`config.mk`:
```
export PLATFORM = sky130hd
export DESIGN_NAME = ternary_neuron_seq
export DESIGN_NICKNAME = d
export VERILOG_FILES = /design/src/rtl/ternary_neuron_seq.sv
export SDC_FILE = /design/constraint.sdc
export NUM_CORES = 1
export LEC_CHECK = 0
export ABC_CLOCK_PERIOD_IN_PS = 2000
export CAP_MARGIN = 40
export CELL_PAD_IN_SITES_DETAIL_PLACEMENT = 1
export CELL_PAD_IN_SITES_GLOBAL_PLACEMENT = 2
export CORE_AREA = 4 4 81 91
export CTS_BUF_LIST = sky130_fd_sc_hd__clkbuf_4
export CTS_CLUSTER_DIAMETER = 100
export CTS_CLUSTER_SIZE = 40
export DETAILED_ROUTE_END_ITERATION = 8
export DIE_AREA = 0 0 85 95
export GPL_ROUTABILITY_DRIVEN = 0
export PLACE_DENSITY = 0.83
export SETUP_SLACK_MARGIN = 0.3
export SLEW_MARGIN = 30
export SYNTH_ARGS = -nofsm -noshare
export SYNTH_HDL_FRONTEND = slang
export SYNTH_SLANG_ARGS = --single-unit
```
`constraint.sdc`:
```
create_clock -name clk -period 2 [get_ports clk]
set_input_delay 0.6 -clock clk [delete_from_list [all_inputs] [get_ports clk]]
set_output_delay 0.6 -clock clk [all_outputs]
set_load 0.02 [all_outputs]
```
`src/rtl/ternary_neuron_seq.sv`:
```
// Time-multiplexes one external ternary synapse multiplier across N synapses and accumulates the signed products.
// Latency: start accepted at t, beats at t+1..t+N (one per x_valid), result valid at t+N+1; min period N+2.
// Backpressure: x_valid gaps stall the sequencer; y_valid holds y_out stable until y_ready.
module ternary_neuron_seq #(
    parameter int N     = 8,
    parameter int ACC_W = 8
) (
    input  logic             clk,
    input  logic             rst_n,
    input  logic             clear,
    input  logic             cfg_valid,
    input  logic [1:0]       cfg_w,
    output logic             cfg_ready,
    input  logic             start,
    input  logic             x_in,
    input  logic             x_valid,
    output logic             x_ready,
    output logic             syn_x,
    output logic             syn_zero,
    output logic             syn_sign,
    input  logic [1:0]       syn_y,
    output logic [ACC_W-1:0] y_out,
    output logic             y_valid,
    input  logic             y_ready,
    output logic             busy
);

    localparam int PW = (N > 1) ? $clog2(N) : 1;

    generate
        if (N < 2 || N > 64) begin : g_bad_n
            $error("ternary_neuron_seq: N must be in 2..64");
        end
        if (ACC_W < $clog2(N + 1) + 1) begin : g_bad_acc_w
            $error("ternary_neuron_seq: ACC_W too narrow for N");
        end
    endgenerate

    typedef enum logic [1:0] {IDLE, RUN, DONE} state_t;

    state_t            state;
    state_t            state_nxt;
    logic [1:0]        w [N];
    logic [PW-1:0]     ptr;
    logic [PW-1:0]     idx;
    logic [ACC_W-1:0]  acc;
    logic [ACC_W-1:0]  sum;
    logic              loaded;
    logic              cfg_wr;
    logic              ptr_wrap;
    logic              start_ok;
    logic              beat;
    logic              last_beat;

    // A write shares the IDLE cycle with start; the write wins and start is dropped.
    assign cfg_wr    = (state == IDLE) && cfg_valid;
    assign ptr_wrap  = (ptr == PW'(N - 1));
    assign start_ok  = (state == IDLE) && start && loaded && !cfg_valid;
    assign beat      = (state == RUN) && x_valid;
    assign last_beat = beat && (idx == PW'(N - 1));

    // The multiplier sees the current synapse weight in every state; x only while running.
    assign syn_x    = (state == RUN) && x_in;
    assign syn_zero = w[idx][0];
    assign syn_sign = w[idx][1];

    // Product is a signed 2-bit value; sign-extend into the accumulator.
    assign sum = acc + {{(ACC_W-2){syn_y[1]}}, syn_y};

    // State register.
    always_ff @(posedge clk or negedge rst_n) begin
        if (!rst_n) begin
            state <= IDLE;
        end else begin
            state <= state_nxt;
        end
    end

    // Next-state and handshake outputs; clear overrides every transition.
    always_comb begin
        state_nxt = state;
        cfg_ready = 1'b0;
        x_ready   = 1'b0;
        y_valid   = 1'b0;
        busy      = 1'b0;
        case (state)
            IDLE: begin
                cfg_ready = 1'b1;
                if (start_ok) state_nxt = RUN;
            end
            RUN: begin
                x_ready = 1'b1;
                busy    = 1'b1;
                if (last_beat) state_nxt = DONE;
            end
            DONE: begin
                y_valid = 1'b1;
                busy    = 1'b1;
                if (y_ready) state_nxt = IDLE;
            end
            default: state_nxt = IDLE;
        endcase
        if (clear) state_nxt = IDLE;
    end

    // Weight file, pointers, accumulator and result register.
    always_ff @(posedge clk or negedge rst_n) begin
        if (!rst_n) begin
            for (int i = 0; i < N; i++) begin
                w[i] <= 2'b01;
            end
            ptr    <= '0;
            idx    <= '0;
            acc    <= '0;
            loaded <= 1'b0;
            y_out  <= '0;
        end else if (clear) begin
            // Weights stay in place but are unusable until a full reload sets loaded.
            ptr    <= '0;
            idx    <= '0;
            acc    <= '0;
            loaded <= 1'b0;
        end else begin
            if (cfg_wr) begin
                w[ptr] <= cfg_w;
                ptr    <= ptr_wrap ? '0 : ptr + PW'(1);
                if (ptr_wrap) loaded <= 1'b1;
            end
            if (start_ok) begin
                acc <= '0;
                idx <= '0;
            end
            if (beat) begin
                acc <= sum;
                idx <= last_beat ? '0 : idx + PW'(1);
                if (last_beat) y_out <= sum;
            end
        end
    end

endmodule

```
==> results of run 1 <==
==> stage by stage <==
stage	setup slack [ps]	total power, uW	area (um2)
floorplan	101	1090	2330
global placement	-557	1210	2950
detailed placement	-624	1230	2950
CTS	-454	1830	3350
global route	-493	1960	3660
finish	-424	1870	3660
==> layout make-up <==
cell class | count | area [um2] | area share [%]
clock buffer | 6 | 45.0 | 1.23
clock inverter | 2 | 35.0 | 0.958
inverter | 3 | 18.8 | 0.513
multi-input combinational | 142 | 1590 | 43.4
sequential | 41 | 1040 | 28.4
tap | 82 | 103 | 2.80
timing repair buffer | 88 | 828 | 22.6
==> kinds of logic (layout without fill, tap and decap cells) <==
logic type,count (synthesis),after routing
buffers and inverters,7,99
flip-flops,41,41
AO/OA/AOI/OAI,39,39
multiplexers,27,27
adder cells (fa/ha/maj),15,15
AND/OR/NAND/NOR,54,54
XOR/XNOR,7,7
==> worst max-delay path: cells and delay by family (launching register included) <==
kind,cells,cell delay [ps]
flip-flops,1,440
buffers and inverters,2,270
multiplexers,2,760
==> per-layer routing <==
layer	wire, um	part of all wire [%]
met3	170	2.2
met4	179	2.3
met2	4500	58
met5	0	0
met1	2940	38
==> path summary, 6_finish.rpt <==
check | endpoint | startpoint | slack [ps]
worst max-delay path | syn_sign | idx[0] | -420
worst min-delay path | ptr[1] | rst_n | 260
worst max register to register | w[11] | state[1] | 90
worst min register to register | y_out[5] | y_out[5] | 520
max in group asynchronous | idx[0] | rst_n | 1310
min in group clk | y_out[5] | y_out[5] | 520
==> state kept, by name (all words and copies together), names as in the netlist <==
signal and flops:
acc 8, idx 3, loaded 1, ptr 3, state 2, w 16
y_out 8
==> repair_timing <==
action / 4_1_cts / 5_1_grt
resized for setup: 121 / 71
endpoints found under the setup margin: 38 / 47
buffers inserted: 13 / 14
pin swaps: 18 / 17
cloned: 0 / 1
hold buffers: 0 / 0
==> layout by cell type (no fill, tap or decap), drive strengths merged, types with 4 or more instances in the layout <==
master,n
nand2,21
buf,71
xor2,4
nand3,6
o21ai,13
a21oi,11
clkdlybuf4s15,4
mux4,4
dfstp,8
dfrtp,33
clkbuf,11
nor2,11
a22o,4
ha,14
mux2,22
clkdlybuf4s50,7
==> report_power, final <==
group	switching (uW)	total (uW)	internal (uW)
Clock	296	572	276
Sequential	45.1	948	903
Combinational	146	347	201
Total	487	1870	1380
==> summary.md, run 1 <==
| Metric | Value |
|---|---|
| YS warnings | 0 |
| Vias per cell | 5.21 |
| Register area share after synthesis | 46.9% |
| GRT Util Overall | 16.9% |
| H-tree levels | 2 |
| DRT iter0 DRCs | 53 |
| Most frequent cells after synthesis | dfrtp_1 (33), mux2_2 (22), nand2_1 (20), ha_1 (14) |
| Initial antenna violation count | 0 |
| Root Buffer | clkbuf_4 |
| Clock latency on the worst-skew pair | 370 ps |
| Met2 GRT Util | 32.3% |
| CP max stage delay | 490 ps |
| Total wire length | 7.80 mm |
| Synth top area share | 37.4% |
| Syn_area_per_cell | 11.6 um2 |
| Number of setup violations in the final report | 2 |
| Tcrit/Tclk final | 121% |
| Proportion of layout cells with a drive suffix above 1 | 64.2% |
| Main synth FF type | dfrtp_1 |
| Startpoint Class | flip-flop |
| # DRC | 0 |
| Max-cap violations | 0 |
| Worst hold path class | in -> async |
| Max Transition Viols Final | 0 |
| ANT nets after route | 0 |
| Mux cell area share after synthesis | 15.7% |
| Slew headroom | 64.2% |
| Mapped Area | 2210 um2 |
| FFs w/ async S/R, synth | 100% |
| I/O Pins | 27 |
| Filler cells | 662 |
| GR met1 Demand/Resource | 19.1% |
| Placed insts | 328 |
| Core ar. | 6480 um2 |
| WL/cell | 21.4 um |
| RSZ-0062 raised after global routing | true |
| Critical path class | reg -> out |
| CTS buffer count | 5 |
| Yosys cell types | 42 |
| Post-route worst setup slack | -424 ps |
| Cell chain of the critical path | buf_4, mux4_2, mux2_4, buf_6 |
| Fin. Hold Viols | 0 |
| CTS tree | yes |
| Vias in the first global route | 2,060 |
| Simple-gate share of the synthesized area | 12.4% |
| Largest net degree at the start of global routing | 42 |
| Final setup TNS | -847 ps |
| Nets | 308 |
| Slowest-stage cell, CP | mux4_2 |
| CP endpoint kind | output pin |
| Clock Tree Buf Depth | 2 |
| Pwr dens | 510 nW/um2 |
| WP data arrival | 1820 ps |
| Max rail drop VDD | 0.000312 V |
| Slew @ Worst Pin | 537 ps |
| Grt total ovfl | 0 |
| Via Count | 1,896 |
| Row Count | 31 |
| Static Leak | 0.00164 uW |
| DPL Wire Length | 4.32 mm |
| Synthesized flop and latch total | 41 |
| Most used standard cell by instance count after synthesis | dfrtp_1 |
| Clock Skew | 24.4 ps |
| Cell taking the most area after synthesis | dfrtp_1 |
| WP data required | 1400 ps |
| Final core utilization | 56.5% |
| Outcome | finished with violations |
| TritonCTS sink count | 41 |
| Largest cells by area after synthesis | dfrtp_1 (37%), mux2_2 (11%), dfstp_2 (9.5%), ha_1 (7.9%), mux4_2 (4.1%) |
| Complex-gate fraction of the synthesized area | 11.4% |
| Syn nets | 217 |
| Initial Util | 34.1% |
| Fmax | 413 MHz |
| Die X | 85 um |
| Cells after synthesis | 190 |
| Worst reg2reg path depth | 9 |
| DR pass1 iterations | 5 |
| Non-Filler Instances | 364 |
| Failing checks | negative setup slack |
| Synth Area in Adders | 8.83% |
| Chip Height | 95 um |
| Largest family of logic cells by synthesized area | multiplexers |
| Post-synth EDFFs | 0 |
| Met3 Use GR | 2.79% |
| Clock transition at path regs | 150 ps |
| Post-synthesis xor/xnor area fraction | 3.40% |
| N_diodes | 0 |
| Area growth syn-to-layout | 65.6% |
| Minimum hold slack | 262 ps |
| Die area | 8080 um2 |
| IO buf count | 26 |
| Fin crit period | 2420 ps |
| CP Max Fanout | 5 |
| GRT busiest layer | met2 |
| First-pass GRT wire length | 10.5 mm |
Power figures use the tool's default switching activity.
==> inputs of run 2 (changes only) <==
ABC_CLOCK_PERIOD_IN_PS = 2330   (was 2000)
CORE_AREA = 4 4 79 89   (was 4 4 81 91)
CTS_BUF_LIST = default   (was sky130_fd_sc_hd__clkbuf_4)
DIE_AREA = 0 0 83 93   (was 0 0 85 95)
clock period = 2.33 ns   (was 2 ns; I/O delays follow)
==> run 2 against run 1 <==
Compared with the run above:
- the flow still finishes with violations (negative setup slack)
- critical path depth fell by 1
- clock-buffer cell count is 1 lower
- worst hold slack better by 79 ps
- sequential cell count unchanged
- first-iteration DRC count shrank 21%
- via count down 9.8%
- critical endpoint unchanged
- largest cell class unchanged
==> summary.md, run 2 (synthesized netlist as in run 1, its figures left out) <==
| Metric | Value |
|---|---|
| Outcome | finished with violations |
| Failing checks | negative setup slack |
| RSZ-0062 raised after global routing | true |
| Fmax | 416 MHz |
| Final core utilization | 50.7% |
| Area growth syn-to-layout | 39.4% |
| Design area | 3080 um2 |
| H-tree levels | 2 |
| ANT nets after route | 0 |
| Met3 Use GR | 3.35% |
| P_sw | 392 uW |
| Static Leak | 0.00139 uW |
| N_diodes | 0 |
| CTS tree | yes |
| Pwr dens | 560 nW/um2 |
| Clock latency on the worst-skew pair | 300 ps |
| Largest registers | w: 16 flops, acc: 8 flops, y_out: 8 flops |
| First-pass GRT wire length | 9.14 mm |
| Max-cap violations | 0 |
| Post-Place Cell Area | 2780 um2 |
| R2R Setup Slk | 430 ps |
| Int Pwr | 1330 uW |
| Minimum hold slack | 341 ps |
| Met2 GRT Util | 24.3% |
| GRT busiest layer | met2 |
| # DRC | 0 |
| Clock Tree Buf Depth | 2 |
| DRT iter0 DRCs | 42 |
| Root Buffer | clkbuf_8 |
| Grt total ovfl | 0 |
| Commonest non-fill, non-tap cell in the layout | dfrtp_1 |
| Startpoint Class | flip-flop |
| IO buf count | 26 |
| TritonCTS sink count | 41 |
| Worst reg2reg path depth | 7 |
| Via Count | 1,711 |
| WL/cell | 16.2 um |
| CTS Hold Bufs | 0 |
| Reg with most FFs | w |
| Vias in the first global route | 1,899 |
| DPL Wire Length | 3.88 mm |
| Worst hold path class | in -> async |
| Clock transition at path regs | 80 ps |
| Max Transition Viols Final | 0 |
| WP data required | 1630 ps |
| Final setup TNS | -147 ps |
| Power share of the clock group | 39.6% |
| Die area | 7720 um2 |
| Vias per cell | 5.17 |
| Slew headroom | 69.1% |
| Fin. Hold Viols | 0 |
| Pre-CTS setup slack | -389 ps |
| Worst reg2reg path startpoint | acc[1] |
| Die X | 83 um |
| GR met1 Demand/Resource | 19.2% |
| Largest net degree at the start of global routing | 21 |
| Sw Ratio | 22.7% |
| Clock Skew | 6.60 ps |
| Proportion of layout cells with a drive suffix above 1 | 43.0% |
| WP data arrival | 1700 ps |
| Sequential Power Share | 46.7% |
| Critical path class | reg -> out |
| Max rail drop VDD | 0.000304 V |
| Initial Util | 36.3% |
| DR pass1 iterations | 4 |
| Most frequent cells in the layout | dfrtp_1 (32), buf_4 (30), mux2_2 (20) |
| Initial antenna violation count | 0 |
| Core ar. | 6080 um2 |
| Post-route worst setup slack | -73.6 ps |
| Slew @ Worst Pin | 464 ps |
| Row Count | 30 |
| Total wire length | 5.36 mm |
| Tcrit/Tclk final | 103% |
| CTS buffer count | 5 |
| Largest register FFs | 16 |
| Nets | 277 |
| GRT Util Overall | 14.8% |
| Comb power frac | 13.7% |
| CP Max Fanout | 5 |
| Chip Height | 93 um |
| Number of setup violations in the final report | 2 |
| CP endpoint kind | output pin |
| Reg2Reg Capture Point | acc[7] |
| I/O Pins | 27 |
| Fin crit period | 2400 ps |
-- run 2: power by group through the flow --
stage | sequential, uW | clock, uW | combinational [uW]
after detailed placement | 818 | 0 | 217
after CTS | 805 | 698 | 233
final | 806 | 682 | 236
after global placement | 817 | 0 | 211
after floorplan | 806 | 0 | 120
after global routing | 812 | 731 | 259
-- run 2: cell type report --
cell class,count,area [um2]
inverters,3,11.3
clock buffers,5,68.8
flip-flops and latches,41,1040
fillers,661,3000
multi-input cells,142,1290
clock inverters,3,65.1
well taps,80,100
repair buffers,57,505
-- run 2: how the worst max path moves through the flow --
stage | start | end | slack (ps) | cells past startpoint
4_1_cts | idx[0] | syn_sign | -90 | 3
5_1_grt | idx[0] | syn_zero | -140 | 3
2_1_floorplan | syn_y[1] | y_out[7] | 300 | 6
3_5_place_dp | syn_y[1] | acc[7] | -390 | 8
3_3_place_gp | syn_y[1] | acc[7] | -340 | 8
6_report | idx[0] | syn_sign | -70 | 3
-- run 2: routing by layer --
metal  routed length, um  vias to the layer above
met5                   0                        -
met4                  88                        0
met3                 214                        8
met2                2580                       33
met1                2480                      865
li1                    -                      805
-- run 2: critical path, cell delays in order, from the launching register on --
cell     delay (ps)
dfrtp_2         450
mux4_2          520
mux2_4          290
buf_6           130
-- run 2: what timing repair did --
item,4_1_cts,5_1_grt
setup endpoints to repair,17,21
buffers inserted,0,3
resized for setup,49,17
pin swaps,11,13
-- run 2: stage by stage --
stage,power [uW],instances
5_1_grt,1800,331
2_1_floorplan,926,190
3_3_place_gp,1030,320
6_report,1720,331
4_1_cts,1740,328
3_5_place_dp,1040,320
